--- src/rtl/adc_dsp_rx.sv ---
// -----------------------------------------------------------------------------
// adc_dsp_rx
//   Codec ADC receiver for DSP mode A framing. Deserialises ADCDAT (MSB first,
//   left slot then right slot, two's complement) into one signed sample pair
//   per frame. The pair is held on leftSampleOut/rightSampleOut for the echo
//   stage, which samples them on the ADCLRCK rising edge.
//
//   Optional feature macro: ADC_RX_MONO_EN
//     When defined, an extra SUM state registers left+right, and COMMIT loads
//     the average (sum >>> 1) into both outputs. Commit then lands one edge
//     later.
//
// Ports
//   BCLK           in   bit clock, all state updates on the rising edge
//   ADCLRCK        in   frame-sync pulse, also the asynchronous active-high reset
//   ADCDAT         in   serial sample data
//   leftSampleOut  out  last committed left sample (mono: average)
//   rightSampleOut out  last committed right sample (mono: average)
//   sample_valid   out  one-BCLK pulse on the edge the outputs are loaded
//   busy           out  high while a slot is being captured (and during reset)
//   state_o        out  current FSM state, for observation only
//
// Handshake: sample_valid is a push-only strobe with no ready/backpressure.
// It is high for exactly the one BCLK cycle following the edge that loaded
// new values into leftSampleOut/rightSampleOut; the consumer must take the
// pair then or later (the pair holds until the next commit).
// -----------------------------------------------------------------------------
module adc_dsp_rx #(
    parameter int SAMPLE_WIDTH = 16
) (
    input  logic                           BCLK,
    input  logic                           ADCLRCK,
    input  logic                           ADCDAT,
    output logic signed [SAMPLE_WIDTH-1:0] leftSampleOut,
    output logic signed [SAMPLE_WIDTH-1:0] rightSampleOut,
    output logic                           sample_valid,
    output logic                           busy,
    output logic [2:0]                     state_o
);

    localparam int CW = $clog2(SAMPLE_WIDTH);
    localparam logic [CW-1:0] LAST_BIT = CW'(SAMPLE_WIDTH - 1);

    localparam logic [2:0] ST_LEFT   = 3'd0;
    localparam logic [2:0] ST_RIGHT  = 3'd1;
`ifdef ADC_RX_MONO_EN
    localparam logic [2:0] ST_SUM    = 3'd2;
`endif
    localparam logic [2:0] ST_COMMIT = 3'd3;
    localparam logic [2:0] ST_DONE   = 3'd4;

    logic [2:0]              state_q, state_d;
    logic [CW-1:0]           cnt_q, cnt_d;
    logic [SAMPLE_WIDTH-1:0] lsr_q, lsr_d;
    logic [SAMPLE_WIDTH-1:0] rsr_q, rsr_d;
    logic                    valid_q, valid_d;

    // The output pair is deliberately outside the ADCLRCK reset so it stays
    // stable across the frame-sync edge on which the echo stage samples it.
    logic [SAMPLE_WIDTH-1:0] lout_q = '0;
    logic [SAMPLE_WIDTH-1:0] rout_q = '0;
    logic [SAMPLE_WIDTH-1:0] lout_d, rout_d;

`ifdef ADC_RX_MONO_EN
    logic [SAMPLE_WIDTH:0]   sum_q, sum_d;
    // The sum LSB is dropped by the halving shift.
    logic                    mono_unused_lsb;
    assign mono_unused_lsb = sum_q[0];
`endif

    always_comb begin
        state_d = state_q;
        cnt_d   = cnt_q;
        lsr_d   = lsr_q;
        rsr_d   = rsr_q;
        valid_d = 1'b0;
        lout_d  = lout_q;
        rout_d  = rout_q;
`ifdef ADC_RX_MONO_EN
        sum_d   = sum_q;
`endif
        case (state_q)
            ST_LEFT: begin
                lsr_d = {lsr_q[SAMPLE_WIDTH-2:0], ADCDAT};
                if (cnt_q == LAST_BIT) begin
                    cnt_d   = '0;
                    state_d = ST_RIGHT;
                end else begin
                    cnt_d = cnt_q + CW'(1);
                end
            end
            ST_RIGHT: begin
                rsr_d = {rsr_q[SAMPLE_WIDTH-2:0], ADCDAT};
                if (cnt_q == LAST_BIT) begin
                    cnt_d = '0;
`ifdef ADC_RX_MONO_EN
                    state_d = ST_SUM;
`else
                    state_d = ST_COMMIT;
`endif
                end else begin
                    cnt_d = cnt_q + CW'(1);
                end
            end
`ifdef ADC_RX_MONO_EN
            ST_SUM: begin
                // One extra bit so the sum of two full-scale values cannot wrap.
                sum_d   = {lsr_q[SAMPLE_WIDTH-1], lsr_q} + {rsr_q[SAMPLE_WIDTH-1], rsr_q};
                state_d = ST_COMMIT;
            end
`endif
            ST_COMMIT: begin
`ifdef ADC_RX_MONO_EN
                // Arithmetic halve of the widened sum always fits SAMPLE_WIDTH.
                lout_d = sum_q[SAMPLE_WIDTH:1];
                rout_d = sum_q[SAMPLE_WIDTH:1];
`else
                lout_d = lsr_q;
                rout_d = rsr_q;
`endif
                valid_d = 1'b1;
                state_d = ST_DONE;
            end
            ST_DONE: begin
                // Long frame: remaining bits are ignored until the next sync.
            end
            default: begin
                state_d = ST_DONE;
            end
        endcase
    end

    always_ff @(posedge BCLK or posedge ADCLRCK) begin
        if (ADCLRCK) begin
            state_q <= ST_LEFT;
            cnt_q   <= '0;
            lsr_q   <= '0;
            rsr_q   <= '0;
            valid_q <= 1'b0;
`ifdef ADC_RX_MONO_EN
            sum_q   <= '0;
`endif
        end else begin
            state_q <= state_d;
            cnt_q   <= cnt_d;
            lsr_q   <= lsr_d;
            rsr_q   <= rsr_d;
            valid_q <= valid_d;
`ifdef ADC_RX_MONO_EN
            sum_q   <= sum_d;
`endif
        end
    end

    // While ADCLRCK is high state_q is forced to LEFT, so lout_d/rout_d equal
    // the current outputs and the pair simply holds.
    always_ff @(posedge BCLK) begin
        lout_q <= lout_d;
        rout_q <= rout_d;
    end

    assign leftSampleOut  = lout_q;
    assign rightSampleOut = rout_q;
    assign sample_valid   = valid_q;
    assign busy           = (state_q == ST_LEFT) || (state_q == ST_RIGHT);
    assign state_o        = state_q;

endmodule

--- config.mk ---
export PLATFORM = sky130hd
export DESIGN_NAME = adc_dsp_rx
export DESIGN_NICKNAME = d
export VERILOG_FILES = /design/src/rtl/adc_dsp_rx.sv
export SDC_FILE = /design/constraint.sdc
export NUM_CORES = 1
export LEC_CHECK = 0
export CAP_MARGIN = 20
export CORE_UTILIZATION = 30
export CTS_BUF_LIST = sky130_fd_sc_hd__clkbuf_16
export CTS_CLUSTER_DIAMETER = 50
export DETAILED_ROUTE_END_ITERATION = 10
export GPL_TIMING_DRIVEN = 0
export PLACE_DENSITY = 0.57
export SLEW_MARGIN = 20
export SYNTH_ARGS = -nofsm -noshare
export SYNTH_HDL_FRONTEND = slang
export SYNTH_SLANG_ARGS = --single-unit
--- constraint.sdc ---
create_clock -name BCLK -period 7.38 [get_ports BCLK]
set_input_delay 1.107 -clock BCLK [delete_from_list [all_inputs] [get_ports BCLK]]
set_output_delay 1.107 -clock BCLK [all_outputs]
set_load 0.05 [all_outputs]
Word level (Yosys, flattened, before mapping)
Index checks and enable logic that the tools add are counted.
{"block": "totals", "out_inout_bits": 37, "register_bits": 72, "input_bits": 3, "word_cells": 24}
{"block": "op_classes", "muxes": 5, "reduce_logical": 4, "n_eq_ne": 6, "add_sub_neg": 1, "bitwise_logic": 1}
{"operator": "$pmux W3 S3", "count": 1}
{"operator": "$mux W3", "count": 2}
{"operator": "$add A4 B1 Y4 const B", "count": 1}
{"operator": "$eq A4 B4 Y1 const B", "count": 1}
{"operator": "$mux W4", "count": 1}
{"operator": "$ne A2 B2 Y1 const B", "count": 2}
{"operator": "$eq A3 B1 Y1 const B", "count": 1}
{"operator": "$eq A3 B2 Y1 const B", "count": 1}
{"operator": "$eq A3 B3 Y1 const B", "count": 1}
{"operator": "$logic_not A3 Y1", "count": 1}
{"operator": "$reduce_and A3 Y1", "count": 1}
{"operator": "$reduce_or A2 Y1", "count": 1}
{"operator": "$logic_or A1 B1 Y1", "count": 1}
{"operator": "$mux W1", "count": 1}
{"operator": "$not A1 Y1", "count": 1}

Depth between registers and ports, before layout
{"block": "depth", "word_depth": 3, "ltp_mapped": 4, "mapped_depth_nobuf": 4}

Worst setup path before layout
Ideal clock, no wire load.
{"block": "synth_timing", "path_type": "reg2reg", "startpoint": "reg state_q[1], in the netlist state_o[1]", "endpoint": "reg lout_q[0], in the netlist leftSampleOut[0], enable pin", "required_time_ps": 6958, "arrival_time_ps": 2264, "path_stages_with_launch": 3, "setup_slack_ps": 4694, "synth_period_minus_slack_ps": 2686, "setup_time_ps": 422, "path_buffers": 0, "cell_sequence": "dfrtp_1 > nand2_1 > nor2_1"}
{"block": "synth_between", "elab_chain_len": 1}
{"element": "start: declaration", "line": "52", "text": "logic [2:0] state_q, state_d;"}
{"element": "start signal: assignment", "line": "144", "text": "state_q <= state_d;"}
{"element": "$eq A3 B2 Y1", "line": "82", "text": "case (state_q)"}
{"element": "end signal: assignment", "line": "158", "text": "lout_q <= lout_d;"}
{"element": "end: declaration", "line": "60", "text": "logic [SAMPLE_WIDTH-1:0] lout_q = '0;"}
No other way between the ends.
A chain may end at the register's enable or synchronous reset.

Final worst setup path
{"block": "layout_timing", "startpoint": "reg state_q[2], in the netlist state_o[2]", "endpoint": "out busy"}
{"block": "layout_between", "elab_chain_len": 2, "elab_cells_between_ends": 3, "classes_between": "eq/ne (1); reduce/logical (2)"}
{"element": "$eq A3 B1 Y1 / $logic_not A3 Y1 (equally long branches)", "line": "165", "text": "assign busy = (state_q == ST_LEFT) || (state_q == ST_RIGHT);"}
{"element": "$logic_or A1 B1 Y1 *", "line": "165"}
{"element": "end: declaration", "line": "37", "text": "output logic busy,"}
Mark *: on every way between the ends. The rest lies on a longest branch, timed or not.

==> flow_metrics.py <==
metrics = {
    "routing": {
        "routed_wl_um": 3526,
        "wire_per_inst_um": 12.24,
        "viasPerCell": 4.184,
        "drc": 0,
        "drt_iter0_drc": 33,
        "antenna_left": 0,
        "num_vias": 1205,
        "drt_pass1_iterations": 3,
    },
    "critical_path": {
        "r2r-end": "rsr_q[9]",
        "r2r_setup_slack_ps": 5800,
        "r2r_start": "state_o[1]",
        "cp_max_fo": 7,
        "cp_num_cells": 2,
        "cpPeakStageDelay_ps": 880,
        "crit_chain": "nor2_1 -> clkdlybuf4s50_1",
        "cp_slowest_cell": "clkdlybuf4s50_1",
        "crit_type": "flip-flop to output pin",
        "critical-path-top-delay-family": "buffers and inverters",
        "r2r_cells": 3,
        "crit_buf_inv": 1,
        "worstPathArrival_ps": 2060,
        "startpoint_type": "flip-flop",
        "required_ps": 6270,
        "endpoint_kind": "output pin",
    },
    "timing": {
        "rsz0062_at_grt": "false",
        "finalHoldViolCount": 0,
        "setup_ws_ps": 4214,
        "fin_skew_ps": 5.053,
        "min_period_ps": 3166,
        "relSlewSlack_pct": 65.49,
        "tightest_slew_ps": 516.0,
        "setup_viol": 0,
        "finalSetupTns_ps": 0,
        "fmax_ghz": 0.3159,
        "drv_slew": 0,
        "timing.final.crit_share_pct": 42.90,
    },
    "clocking": {
        "cts_buffers": 9,
        "cts_resized": 0,
        "cts_buffer_depth": 2,
        "cts_root_buf": "clkbuf_16",
        "post_cts_buffers": 0,
        "htreeDepth": 3,
        "cts_tree": "yes",
        "ctsHoldBuffers": 0,
        "clock-sinks": 72,
        "cts.clk_slew.worst_paths_ps": 50,
        "clk_latency_ps": 320,
    },
    "power_and_ir_drop": {
        "p_leak_nw": 1.241,
        "total_power_mw": 0.8585,
        "vdd_drop_max_mv": 0.1158,
        "power_density_mw_per_mm2": 255.7,
    },
    "yosys": {
        "synth_fp_nets": 133,
        "synth_top_area_cell": "dfrtp_1",
        "ys_seq_elements": 72,
        "synthCells": 129,
        "synth_area_mm2": 0.002497,
        "synth_cell_type_count": 18,
        "ys_seq_area_share_pct": 78.56,
        "synth_area_leaders": "dfrtp_1 (40%), edfxtp_1 (38%), mux2_2 (15%)",
        "yosysWarnings": 0,
        "synth_top_area_share_pct": 40.08,
        "syn_avg_cell_area_um2": 19.36,
    },
    "floorplan": {
        "die_x_um": 93.24,
        "core_mm2": 0.007888,
        "die_y_um": 93.24,
        "io_pins": 40,
        "start_util_pct": 31.66,
        "die_area_mm2": 0.008694,
        "num_rows": 32,
    },
    "placed_design": {
        "pre_cts_slack_ps": 4533,
        "hpwlAfterDp_um": 2332,
        "portBuffers": 39,
        "gp_congestion": 0.6872,
    },
    "worst_hold_path": {
        "hold_depth": 0,
        "min_path_type": "flip-flop to flip-flop",
        "holdPathEnd": "rightSampleOut[15]",
        "min_from": "rsr_q[15]",
    },
    "run_status": {
        "outcome": "complete, no violations",
    },
    "grt": {
        "grt_util_all_layers_pct": 9.552,
        "antenna_found_initial": 0,
        "grt_pass1_wl_um": 6003,
        "grt_start_max_net_pins": 29,
        "grt_pass1_vias": 1203,
        "gr-total-overflow": 0,
    },
    "run": {
        "max-cap-violations": 0,
    },
    "finish": {
        "synthToLayoutAreaGrowth_pct": 34.47,
        "final_core_util_pct": 42.58,
        "drive_gt1_share_pct": 29.57,
        "num_antenna_cells": 0,
        "nNetsFinal": 185,
    },
}
power breakdown:
part           internal, mW  switching, mW
Combinational       0.00878        0.00672
Sequential            0.428        0.00617
Clock                 0.258          0.151
Total                 0.695          0.164
routing by layer:
layer | vias to the layer above | part of all wire [%] | GRT usage, %
li1 | 579 | - | -
met1 | 592 | 46 | 11.89
met2 | 30 | 46 | 13.66
met3 | 4 | 6.5 | 5.122
met4 | 0 | 1.2 | 4.231
met5 | - | 0 | 0
layout by cell type (no fill, tap or decap), drive strengths merged:
cell type	Yosys	routed
nor2	2	2
clkinv	0	5
o41ai	1	1
xnor2	1	1
a21oi	2	2
bufinv	0	1
mux2	33	33
ha	1	1
dfrtp	40	40
edfxtp	32	32
nor3	3	3
nand2	3	3
clkinvlp	0	1
nand4	1	1
clkbuf	0	9
nand3	1	1
o21ai	3	3
clkdlybuf4s50	0	39
inv	4	4
buf	2	4
logic make-up after synthesis:
logic type | synth area share (%)
DFF | 78.56
muxes | 14.88
buffers and inverters | 1.653
AOI/OAI and AO/OA | 1.353
and+or+nand+nor | 2.705
xor gates and xnor gates | 0.3508
adders and majority gates | 0.5009
cell type report:
| type | instances | area (µm²) |
|---|---|---|
| fill | 717 | 4529 |
| clock inverter | 7 | 62.56 |
| buffer | 2 | 26.28 |
| tap | 102 | 127.6 |
| clock buffer | 9 | 225.2 |
| timing repair buffer | 41 | 437.9 |
| multi-input combinational | 51 | 501.7 |
| inverter | 4 | 15.01 |
| sequential | 72 | 1962 |
metrics by stage:
step | hold slack [ps] | std cells | instance area, µm²
floorplan | 421.0 | 129 | 2497
global placement | 427.2 | 270 | 3015
detailed placement | 427.5 | 272 | 3070
CTS | 440.3 | 288 | 3358
global route | 460.1 | 288 | 3358
finish | 438.7 | 288 | 3358
flip-flops by register name (all words and copies together), names as in the netlist:
name / count
leftSampleOut: 16
lsr_q: 16
rightSampleOut: 16
rsr_q: 16
cnt_q: 4
state_o: 3
sample_valid: 1
how the worst max path moves through the flow:
stage | slack [ps] | to | from
detailed placement | 4530 | busy | state_o[2]
CTS | 4180 | busy | state_o[2]
global route | 4090 | busy | state_o[2]
floorplan | 4690 | leftSampleOut[0] | state_o[1]
finish | 4210 | busy | state_o[2]
global placement | 4330 | leftSampleOut[1] | state_o[1]
worst register-to-register path: stages, from the launching register on:
cell and delay, ps:
dfrtp_1 480, nor3_4 450, buf_8 200, mux2_2 340
cell usage after synthesis (all sizes together):
cell and number:
nand4 1, o21ai 3, inv 4, nand3 1, nand2 3, nor3 3, edfxtp 32, ha 1
dfrtp 40, a21oi 2, mux2 33, xnor2 1, nor2 2, buf 2, o41ai 1
Note: power is estimated with default switching activity, not from simulation.
==> edit 1, RTL diff (same flow settings) <==
`SAMPLE_WIDTH`: 16 -> 8.
--- a/src/rtl/adc_dsp_rx.sv
+++ b/src/rtl/adc_dsp_rx.sv
@@ -26,7 +26,7 @@
 // pair then or later (the pair holds until the next commit).
 // -----------------------------------------------------------------------------
 module adc_dsp_rx #(
-    parameter int SAMPLE_WIDTH = 16
+    parameter int SAMPLE_WIDTH = 8
 ) (
     input  logic                           BCLK,
     input  logic                           ADCLRCK,
Ports: changed (resized leftSampleOut and rightSampleOut); port bits go from 40 to 24. No check against the original RTL was run, so the function may have changed too.
==> edit 1 against the original RTL <==
Design area down 46%. Synthesized area decreased by 45%. Power fell by 49%. Maximum frequency grew 1.8%. Core utilization fell by 1.1 points. Largest power group unchanged. Count of clock-buffer cells in the layout down 4. Register-to-register slack worse by 0.03 ns. Sequential cell count is 33 lower. Non-clock buffer count fell by 20. Worst setup slack better by 0.057 ns. Wire length down 46%. Global-route usage is 0.24 points lower.
==> edit 1: results (changes against the original RTL) <==
[logic_synthesis]
synthTopCellsByArea = dfrtp_1 42%, edfxtp_1 35%, mux2_2 16%  ; was dfrtp_1 40%, edfxtp_1 38%, mux2_2 15%
seq_area_frac_synth = 0.772  ; was 0.786
synth_cell_types = 11  ; was 18
synthMuxAreaShare = 0.156  ; was 0.149
synth_nets = 75  ; was 133
synthAdderAreaFrac = 0.0183  ; was 0.00501
syn_inst = 70  ; was 129
synth-xor-area-share = 0  ; was 0.00351

[global_route]
grt_pass1_wl_um = 3310  ; was 6000 µm
first_global_vias = 701  ; was 1203
grt_max_degree = 24  ; was 29
grt_use_met3 = 0.0363  ; was 0.0512
use_met1 = 0.107  ; was 0.119

[clocking]
insertion_delay_ns = 0.27  ; was 0.32 ns
htreeDepth = 2  ; was 3
numCtsBuffers = 5  ; was 9

[setup_path]
r2r_cells = 2  ; was 3
arrival_ns = 2.00  ; was 2.06 ns
rr_endpoint = rightSampleOut[7]$_DFFE_PP_  ; was rsr_q[9]$_DFFE_PP0N_
r2r_slack_ns = 5.77  ; was 5.80 ns

[routing]
wl_met1_um = 878  ; was 1630 µm
drtIter0Drc = 55  ; was 33
vias = 641  ; was 1205
wl_per_cell_um = 12.4  ; was 12.2 µm
dr_wl_met3_um = 112  ; was 228 µm
routed-wl-met2_um = 870  ; was 1620 µm
drt_first_pass_iters = 4  ; was 3

[power_and_ir_drop]
ir_drop_uv = 134  ; was 116 µV
swShare = 0.186  ; was 0.191
power_frac_clock = 0.451  ; was 0.476
leakagePower_nw = 0.698  ; was 1.24 nW

[place]
io_buffers = 23  ; was 39
dp_cells = 145  ; was 272
gp_congestion = 0.661  ; was 0.687

[status]
outcome = finished clean  ; unchanged

[finish]
final_nets = 105  ; was 185
nFillCells = 392  ; was 717

[sta]
finClkSkew_ns = 0.00258  ; was 0.00505 ns

edit 1: metrics by stage:
step	power [mW]	util	cell area, µm²	worst slack (ns)
3_3_place_gp	0.245	0.382	1660	4.59
5_1_grt	0.457	0.415	1810	4.19
2_1_floorplan	0.242	-	1370	4.72
6_report	0.440	0.415	1810	4.27
4_1_cts	0.446	0.415	1810	4.25
3_5_place_dp	0.246	0.382	1670	4.56
edit 1: worst max path at each step:
stage	from	endpoint	cells after the start
2_1_floorplan	state_o[2]$_DFFE_PP0P_	busy	1
3_3_place_gp	state_o[2]$_DFFE_PP0P_	busy	2
3_5_place_dp	state_o[2]$_DFFE_PP0P_	busy	2
4_1_cts	state_o[2]$_DFFE_PP0P_	busy	2
5_1_grt	state_o[2]$_DFFE_PP0P_	busy	2
6_report	state_o[2]$_DFFE_PP0P_	busy	2
edit 1: layout make-up:
type,count,area share
multi-input combinational,29,0.170
clock inverter,3,0.00832
timing repair buffer,23,0.128
inverter,2,0.00416
sequential,39,0.585
clock buffer,5,0.0693
tap,52,0.0360
